<file path="config.mk">
export PLATFORM = sky130hd
export DESIGN_NAME = run_controller
export DESIGN_NICKNAME = d
export VERILOG_FILES = /design/src/rtl/run_controller.sv
export SDC_FILE = /design/constraint.sdc
export NUM_CORES = 1
export LEC_CHECK = 0
export CORE_MARGIN = 2
export CORE_UTILIZATION = 54
export CTS_CLUSTER_SIZE = 16
export DETAILED_ROUTE_END_ITERATION = 8
export MAX_ROUTING_LAYER = met4
export PLACE_DENSITY = 0.81
export SLEW_MARGIN = 5
export SYNTH_ARGS = -nofsm -noshare
export SYNTH_HDL_FRONTEND = slang
export SYNTH_SLANG_ARGS = --single-unit
</file>
<file path="constraint.sdc">
create_clock -name clk -period 2.5 [get_ports clk]
set_input_delay 0.375 -clock clk [delete_from_list [all_inputs] [get_ports clk]]
set_output_delay 0.375 -clock clk [all_outputs]
set_load 0.01 [all_outputs]
</file>
<file path="src/rtl/run_controller.sv">
// run_controller: go handshake -> processor start pulse -> run until halt
// (optionally bounded by a timeout) -> byte dump of a data-memory window -> done.
// Optional feature macro: RUN_CONTROLLER_TIMEOUT_EN (enables the RUN-cycle limit).
//
// state | meaning
// ------+-------------------------------------------------------------
// IDLE  | go_ready high, waiting for a run request
// START | cpu_start held high for START_CYCLES cycles
// RUN   | processor running, cycle_count counts non-halt cycles
// RD    | one-cycle memory read strobe at base+index
// OUT   | byte presented on the output stream until out_ready
// DONE  | one-cycle done pulse, then back to IDLE
module run_controller #(
  parameter int unsigned START_CYCLES   = 2,
  parameter logic [15:0] TIMEOUT_CYCLES = 16'hFFFF
) (
  input  logic        clk,
  input  logic        reset,
  input  logic        go_valid,
  output logic        go_ready,
  input  logic [7:0]  dump_base,
  input  logic [7:0]  dump_len,
  output logic        cpu_start,
  input  logic        cpu_halt,
  output logic [7:0]  mem_addr,
  output logic        mem_rd,
  input  logic [7:0]  mem_data,
  output logic        out_valid,
  input  logic        out_ready,
  output logic [7:0]  out_data,
  output logic        out_last,
  output logic [15:0] cycle_count,
  output logic        timeout,
  output logic        done
);

  typedef enum logic [2:0] {IDLE, START, RUN, RD, OUT, DONE} state_t;

  localparam logic [7:0] START_LOAD = 8'(START_CYCLES - 1);

  state_t     state;
  logic [7:0] base_q;
  logic [7:0] len_q;
  logic [7:0] index_q;
  logic [7:0] start_cnt;
  logic       out_first;
  logic [7:0] out_data_q;
  logic       timeout_hit;

`ifdef RUN_CONTROLLER_TIMEOUT_EN
  assign timeout_hit = (cycle_count == TIMEOUT_CYCLES);
`else
  // Timeout disabled: the hit is constant 0; the limit stays in the expression
  // so both builds share the same parameter interface.
  assign timeout_hit = 1'b0 & (cycle_count == TIMEOUT_CYCLES);
`endif

  // Memory data arrives in the first OUT cycle; present it directly then and
  // from the capture register for the rest of the stall so it stays stable.
  assign out_data = out_first ? mem_data : out_data_q;

  // Sequencer with registered outputs.
  always_ff @(posedge clk or posedge reset) begin
    if (reset) begin
      state       <= IDLE;
      go_ready    <= 1'b1;
      cpu_start   <= 1'b0;
      mem_rd      <= 1'b0;
      mem_addr    <= 8'h00;
      out_valid   <= 1'b0;
      out_last    <= 1'b0;
      out_first   <= 1'b0;
      out_data_q  <= 8'h00;
      cycle_count <= 16'h0000;
      timeout     <= 1'b0;
      done        <= 1'b0;
      base_q      <= 8'h00;
      len_q       <= 8'h00;
      index_q     <= 8'h00;
      start_cnt   <= 8'h00;
    end else begin
      case (state)
        IDLE: begin
          if (go_valid) begin
            base_q      <= dump_base;
            len_q       <= dump_len;
            cycle_count <= 16'h0000;
            timeout     <= 1'b0;
            go_ready    <= 1'b0;
            cpu_start   <= 1'b1;
            start_cnt   <= START_LOAD;
            state       <= START;
          end
        end
        START: begin
          if (start_cnt == 8'h00) begin
            cpu_start <= 1'b0;
            state     <= RUN;
          end else begin
            start_cnt <= start_cnt - 8'd1;
          end
        end
        RUN: begin
          if (cpu_halt || timeout_hit) begin
            // Halt takes priority over a simultaneous timeout.
            timeout <= ~cpu_halt;
            if (len_q != 8'h00) begin
              index_q  <= 8'h00;
              mem_addr <= base_q;
              mem_rd   <= 1'b1;
              state    <= RD;
            end else begin
              done  <= 1'b1;
              state <= DONE;
            end
          end else if (cycle_count != 16'hFFFF) begin
            cycle_count <= cycle_count + 16'd1;
          end
        end
        RD: begin
          mem_rd    <= 1'b0;
          out_valid <= 1'b1;
          out_first <= 1'b1;
          out_last  <= (index_q == len_q - 8'd1);
          state     <= OUT;
        end
        OUT: begin
          out_first <= 1'b0;
          if (out_first) out_data_q <= mem_data;
          if (out_ready) begin
            out_valid <= 1'b0;
            out_last  <= 1'b0;
            if (out_last) begin
              done  <= 1'b1;
              state <= DONE;
            end else begin
              index_q  <= index_q + 8'd1;
              mem_addr <= base_q + index_q + 8'd1;
              mem_rd   <= 1'b1;
              state    <= RD;
            end
          end
        end
        DONE: begin
          done     <= 1'b0;
          go_ready <= 1'b1;
          state    <= IDLE;
        end
        default: begin
          state <= IDLE;
        end
      endcase
    end
  end

endmodule

</file>
== After elaboration in Yosys (flattened, before gate mapping) ==
Index checks and enable logic that the tools add are counted.

* Register bits: 75
* Output and inout port bits: 39

* $add $sub $neg: 6
* Eq/ne operators: 18
* Mux-type cells: 46
* Bitwise operators: 1
* Reduce and logical (&&, ||, !) cells: 21

{| class="wikitable"
|+ Operator list
! operator !! count
|-
| 8-bit 2-to-1 mux || 11
|-
| 16-bit 2-to-1 mux || 3
|-
| 8-bit one-hot mux with 2 select lines || 3
|-
| 16-bit one-hot mux with 2 select lines || 1
|-
| 2-bit != test (second input constant) || 11
|-
| 3-bit 2-to-1 mux || 6
|-
| 16-bit by 1-bit adder with 16-bit output (second input constant) || 1
|-
| 8-bit by 1-bit adder with 8-bit output (second input constant) || 2
|-
| 16-bit != test (second input constant) || 1
|-
| 8-bit by 1-bit subtractor with 8-bit output (second input constant) || 2
|-
| 3-bit one-hot mux with 5 select lines || 1
|-
| 5-bit AND reduction || 3
|-
| 1-bit 2-to-1 mux || 13
|-
| 1-bit one-hot mux with 2 select lines || 6
|-
| 2-bit nonzero test || 5
|-
| 3-bit AND reduction || 3
|-
| 8-bit adder || 1
|-
| 8-bit equality test || 1
|-
| 8-bit zero test || 1
|-
| 4-bit AND reduction || 2
|-
| 8-bit nonzero test || 1
|-
| 3-bit by 2-bit equality test with 1-bit output (second input constant) || 2
|-
| 3-bit equality test (second input constant) || 2
|-
| 1-bit one-hot mux with 3 select lines || 2
|-
| 5 further kinds || 8
|}

== Logic depth before layout (Yosys ltp) ==
* Word-level depth: 5
* Mapped depth: 9

== Worst setup path before layout ==
No wires, ideal clock.

* Kind: register -> register
* From: reg cycle_count[4]
* To: reg cycle_count[9]
* Setup time: 132 ps
* Data arrival time: 1900 ps
* Setup slack: 468 ps
* Cell stages (with the launch flop): 9
* Cell sequence: dfrtp_1 -> nand4_1 -> or3_1 -> buf_2 -> o41ai_4 -> buf_6 -> nor3_1 -> xnor2_1 -> nor2_1

* Longest elaborated chain between the ends: 4
* Elaborated cells between the ends (all ways): 7
* Those cells by class: add/sub: 1; eq/ne: 2; mux: 3; reduce/logical: 1

{| class="wikitable"
|+ RTL lines
! item !! RTL line !! source
|-
| from (decl) || 32 || <nowiki>output logic [15:0] cycle_count,</nowiki>
|-
| from (signal assigned) || 117 || <nowiki>cycle_count <= cycle_count + 16'd1;</nowiki>
|-
| 16-bit by 1-bit adder with 16-bit output || 117 ||
|-
| 16-bit 2-to-1 mux || 116 || <nowiki>end else if (cycle_count != 16'hFFFF) begin</nowiki>
|-
| 16-bit 2-to-1 mux || 104 || <nowiki>if (cpu_halt || timeout_hit) begin</nowiki>
|-
| 16-bit one-hot mux with 2 select lines || 82 || <nowiki>case (state)</nowiki>
|}

Parallel ways exist; a longest one is shown, timed or not. The select of a mux whose other input is x is not followed.
A chain may end at the register's enable or synchronous reset.

== Worst setup path after layout ==
* From: reg index_q[3]
* To: reg mem_addr[7]

* Longest elaborated chain between the ends: 5

{| class="wikitable"
|+ RTL lines
! item !! RTL line !! source
|-
| from (decl) || 44 || <nowiki>logic [7:0] index_q;</nowiki>
|-
| from (signal assigned) || 137 || <nowiki>index_q <= index_q + 8'd1;</nowiki>
|-
| 8-bit adder || 138 || <nowiki>mem_addr <= base_q + index_q + 8'd1;</nowiki>
|-
| 8-bit by 1-bit adder with 8-bit output || 138 ||
|-
| 8-bit 2-to-1 mux || 133 || <nowiki>if (out_last) begin</nowiki>
|-
| 8-bit 2-to-1 mux || 130 || <nowiki>if (out_ready) begin</nowiki>
|-
| 8-bit one-hot mux with 2 select lines || 82 ||
|-
| to (signal assigned) || 109 || <nowiki>mem_addr <= base_q;</nowiki>
|-
| to (signal assigned) || 138 ||
|-
| to (decl) || 25 || <nowiki>output logic [7:0] mem_addr,</nowiki>
|}

No other way between the ends. The select of a mux whose other input is x is not followed.

==> impl_metrics.py <==
metrics = {
    "floorplan": {
        "start_util": 0.564,
        "die-area_um2": 8380,
        "core_area_um2": 7330,
        "ios": 68,
        "fp.dieW_um": 91.5,
        "rows": 31,
        "dieHeight_um": 91.5,
    },
    "worst_setup_path": {
        "r2r_cells": 7,
        "endpoint_kind": "flip-flop",
        "r2r-end": "mem_addr[7]",
        "crit_chain": "ha_1 > a21o_1 > a2111oi_2 > a21oi_1 > xor2_1 > mux2i_1 > o221ai_1",
        "critPathKind": "reg -> reg",
        "critical_path.top_delay_family": "compound AO/OA/AOI/OAI gates",
        "path_buf_inv": 0,
        "r2r_start": "index_q[3]",
        "arrival_ns": 2.51,
        "cpMaxStageDelayCell": "dfrtp_1",
        "critPathMaxStageDelay_ns": 0.45,
        "cp.required_ns": 2.72,
        "crit_path_start_kind": "flip-flop",
        "rrSetupSlack_ns": 0.20,
        "worst-path-max-fanout": 6,
    },
    "synthesis": {
        "syn_nets": 476,
        "synth_area_um2": 4140,
        "yosysSeqAreaShare": 0.454,
        "synth_seq_cells": 75,
        "syn_inst": 433,
        "ys_warn_count": 0,
        "synth_edf_count": 0,
        "ys_types": 56,
        "ys.flop_type": "dfrtp_1",
        "syn_area_per_cell_um2": 9.55,
        "async_reset_ff_frac": 1.00,
    },
    "pwr": {
        "p_seq_frac": 0.373,
        "internal-power_mw": 3.46,
        "combPwrFrac": 0.419,
        "p_sw_frac": 0.370,
        "peakVddDrop_uv": 653,
        "p_total_mw": 5.49,
        "p_per_area_nw_per_um2": 1060,
        "leakage_nw": 2.19,
        "p_clk_frac": 0.209,
        "p_sw_mw": 2.03,
    },
    "layout": {
        "design_area_um2": 5190,
        "layout-drive-gt1-share": 0.128,
        "layout.cells.non_filler": 608,
        "area_delta_synth_final_pct": 25.6,
        "final_nets": 547,
        "antenna_cells": 0,
    },
    "detailed_routing": {
        "via_per_inst": 5.72,
        "drtIter0Drc": 220,
        "via_count": 3479,
        "wl_per_cell_um": 15.6,
        "drcViolationCount": 0,
        "routed_wirelength_mm": 9.51,
        "first_pass_iters": 5,
        "ant_nets": 0,
    },
    "placed_design": {
        "post-place-cells": 592,
        "dpl-instance-area_um2": 4950,
        "place_hpwl_mm": 6.81,
        "gp_congestion": 0.901,
        "portBuffers": 67,
    },
    "timing": {
        "tightest_slew_ns": 0.676,
        "holdWs_ns": 0.421,
        "slew_headroom": 0.547,
        "layout_min_cycle_time_ns": 2.30,
        "rsz0062_at_grt": "no",
        "finalHoldViolations": 0,
        "finalClockSkew_ns": 0.00740,
        "tns_ns": 0,
        "setup-violations-final": 0,
        "slew_viol_final": 0,
        "max_freq_mhz": 436,
        "min_period_over_period": 0.918,
    },
    "global_route": {
        "grt_use_total": 0.242,
        "grt_overflow": 0,
        "grt_max_degree": 76,
        "antenna_found_initial": 0,
        "grt_pass1_vias": 3344,
        "grt_pass1_wl_mm": 15.8,
    },
    "clock_tree": {
        "clk_latency_ns": 0.35,
        "path_clk_slew_ns": 0.08,
        "htree_levels": 3,
        "cts_buffers": 9,
        "cts_resized": 0,
        "ctsHoldBuffers": 0,
        "cts_buffer_depth": 2,
        "postCtsSetupBuffers": 0,
        "clockRootBuffer": "clkbuf_8",
        "cts_tree": "done",
        "cts.sinks": 75,
    },
    "flow_run": {
        "cap_violations": 0,
    },
    "run_status": {
        "status": "finished clean",
    },
    "hold_path": {
        "hold_class": "in -> async",
    },
}
==> worst reg2reg max path: cells and delay by family (launching register included) <==
kind / cells / cell delay (ns)
compound gates: 4 / 0.92
flops: 1 / 0.45
fa+ha+maj: 1 / 0.37
mux: 1 / 0.21
xor+xnor: 1 / 0.20
==> synthesized netlist by cell type, types with 2 or more instances <==
cell type / n / area (um2)
nand3_1: 10 / 50.1
buf_2: 6 / 30.0
xnor2_1: 23 / 201
inv_1: 20 / 75.1
nor3_1: 13 / 65.1
nand4_1: 4 / 25.0
nor2_1: 41 / 154
a22o_1: 2 / 17.5
a21oi_1: 24 / 120
nand3b_1: 2 / 15.0
and3_1: 3 / 18.8
o21a_1: 4 / 30.0
clkbuf_1: 8 / 30.0
ha_1: 13 / 163
o31ai_1: 3 / 22.5
mux2_2: 28 / 315
dfrtp_1: 74 / 1850
xor2_1: 4 / 35.0
nand2b_1: 4 / 25.0
o211ai_1: 2 / 15.0
nor2b_1: 7 / 43.8
nor4_1: 9 / 56.3
a31oi_1: 6 / 37.5
and2_1: 2 / 12.5
o21ai_0: 39 / 195
or3_1: 11 / 68.8
or2_2: 3 / 18.8
nand2_1: 40 / 150
==> registers in the layout, summed over array words and instances (netlist names) <==
signal and cells:
cycle_count 16, cpu_start 1, out_data_q 8, len_q 8, start_cnt 8, out_first 1, mem_rd 1, done 1
mem_addr 8, state 3, index_q 8, out_last 1, go_ready 1, timeout 1, base_q 8, out_valid 1
==> power groups by stage <==
| stage | sequential [mW] | clock [mW] | combinational (mW) |
|---|---|---|---|
| 2_1_floorplan | 1.94 | 0 | 1.62 |
| 3_3_place_gp | 2.03 | 0 | 2.18 |
| 3_5_place_dp | 2.05 | 0 | 2.28 |
| 4_1_cts | 2.04 | 1.16 | 2.29 |
| 5_1_grt | 2.10 | 1.22 | 2.55 |
| 6_report | 2.05 | 1.14 | 2.30 |
==> through the flow <==
| stage | worst slack [ns] | utilization |
|---|---|---|
| finish | 0.204 | 0.709 |
| global route | 0.0780 | 0.709 |
| CTS | 0.201 | 0.708 |
| detailed placement | 0.193 | 0.675 |
| global placement | 0.339 | 0.675 |
| floorplan | 0.217 | - |
==> how the worst max path moves through the flow <==
| stage | start | end | slack, ns | depth (start not counted) |
|---|---|---|---|---|
| 5_1_grt | index_q[3] | mem_addr[7] | 0.08 | 7 |
| 3_3_place_gp | cpu_halt | cycle_count[13] | 0.34 | 8 |
| 2_1_floorplan | reset | base_q[0] | 0.22 | 1 |
| 3_5_place_dp | index_q[3] | mem_addr[7] | 0.19 | 7 |
| 6_report | index_q[3] | mem_addr[7] | 0.20 | 7 |
| 4_1_cts | index_q[3] | mem_addr[7] | 0.20 | 7 |
==> routing by layer <==
| layer | up-vias | global-route usage | share of wire |
|---|---|---|---|
| met3 | 20 | 0.0432 | 0.055 |
| met4 | 0 | 0.0859 | 0.021 |
| li1 | 1678 | - | - |
| met1 | 1660 | 0.314 | 0.45 |
| met5 | - | - | 0 |
| met2 | 121 | 0.382 | 0.48 |
==> cells in the final DEF, fill, tap and decap left out, drive strengths merged, types with 6 or more instances in the layout <==
master | Yosys | layout
clkbuf | 8 | 12
buf | 9 | 10
mux2 | 28 | 28
dfrtp | 74 | 74
nor2 | 41 | 41
a31oi | 6 | 6
clkdlybuf4s50 | 0 | 67
nand2 | 40 | 40
or3 | 11 | 11
ha | 13 | 13
nor2b | 7 | 7
inv | 20 | 20
nor4 | 9 | 9
xnor2 | 23 | 23
nor3 | 13 | 13
o21ai | 40 | 40
a21oi | 24 | 24
nand3 | 10 | 10
==> cell families after synthesis <==
group / share of synthesized area
fa+ha+maj: 0.0442
compound gates: 0.146
flops: 0.454
xor+xnor: 0.0572
mux: 0.0786
buf+inv: 0.0381
simple gates: 0.182
==> cell type report <==
class,instances,area [um2]
flip-flops and latches,75,1880
repair buffers,77,758
multi-input cells,321,2120
clock inverters,4,97.6
fillers,522,2140
well taps,99,124
clock buffers,12,145
inverters,20,75.1
Note: power is estimated with default switching activity, not from simulation.
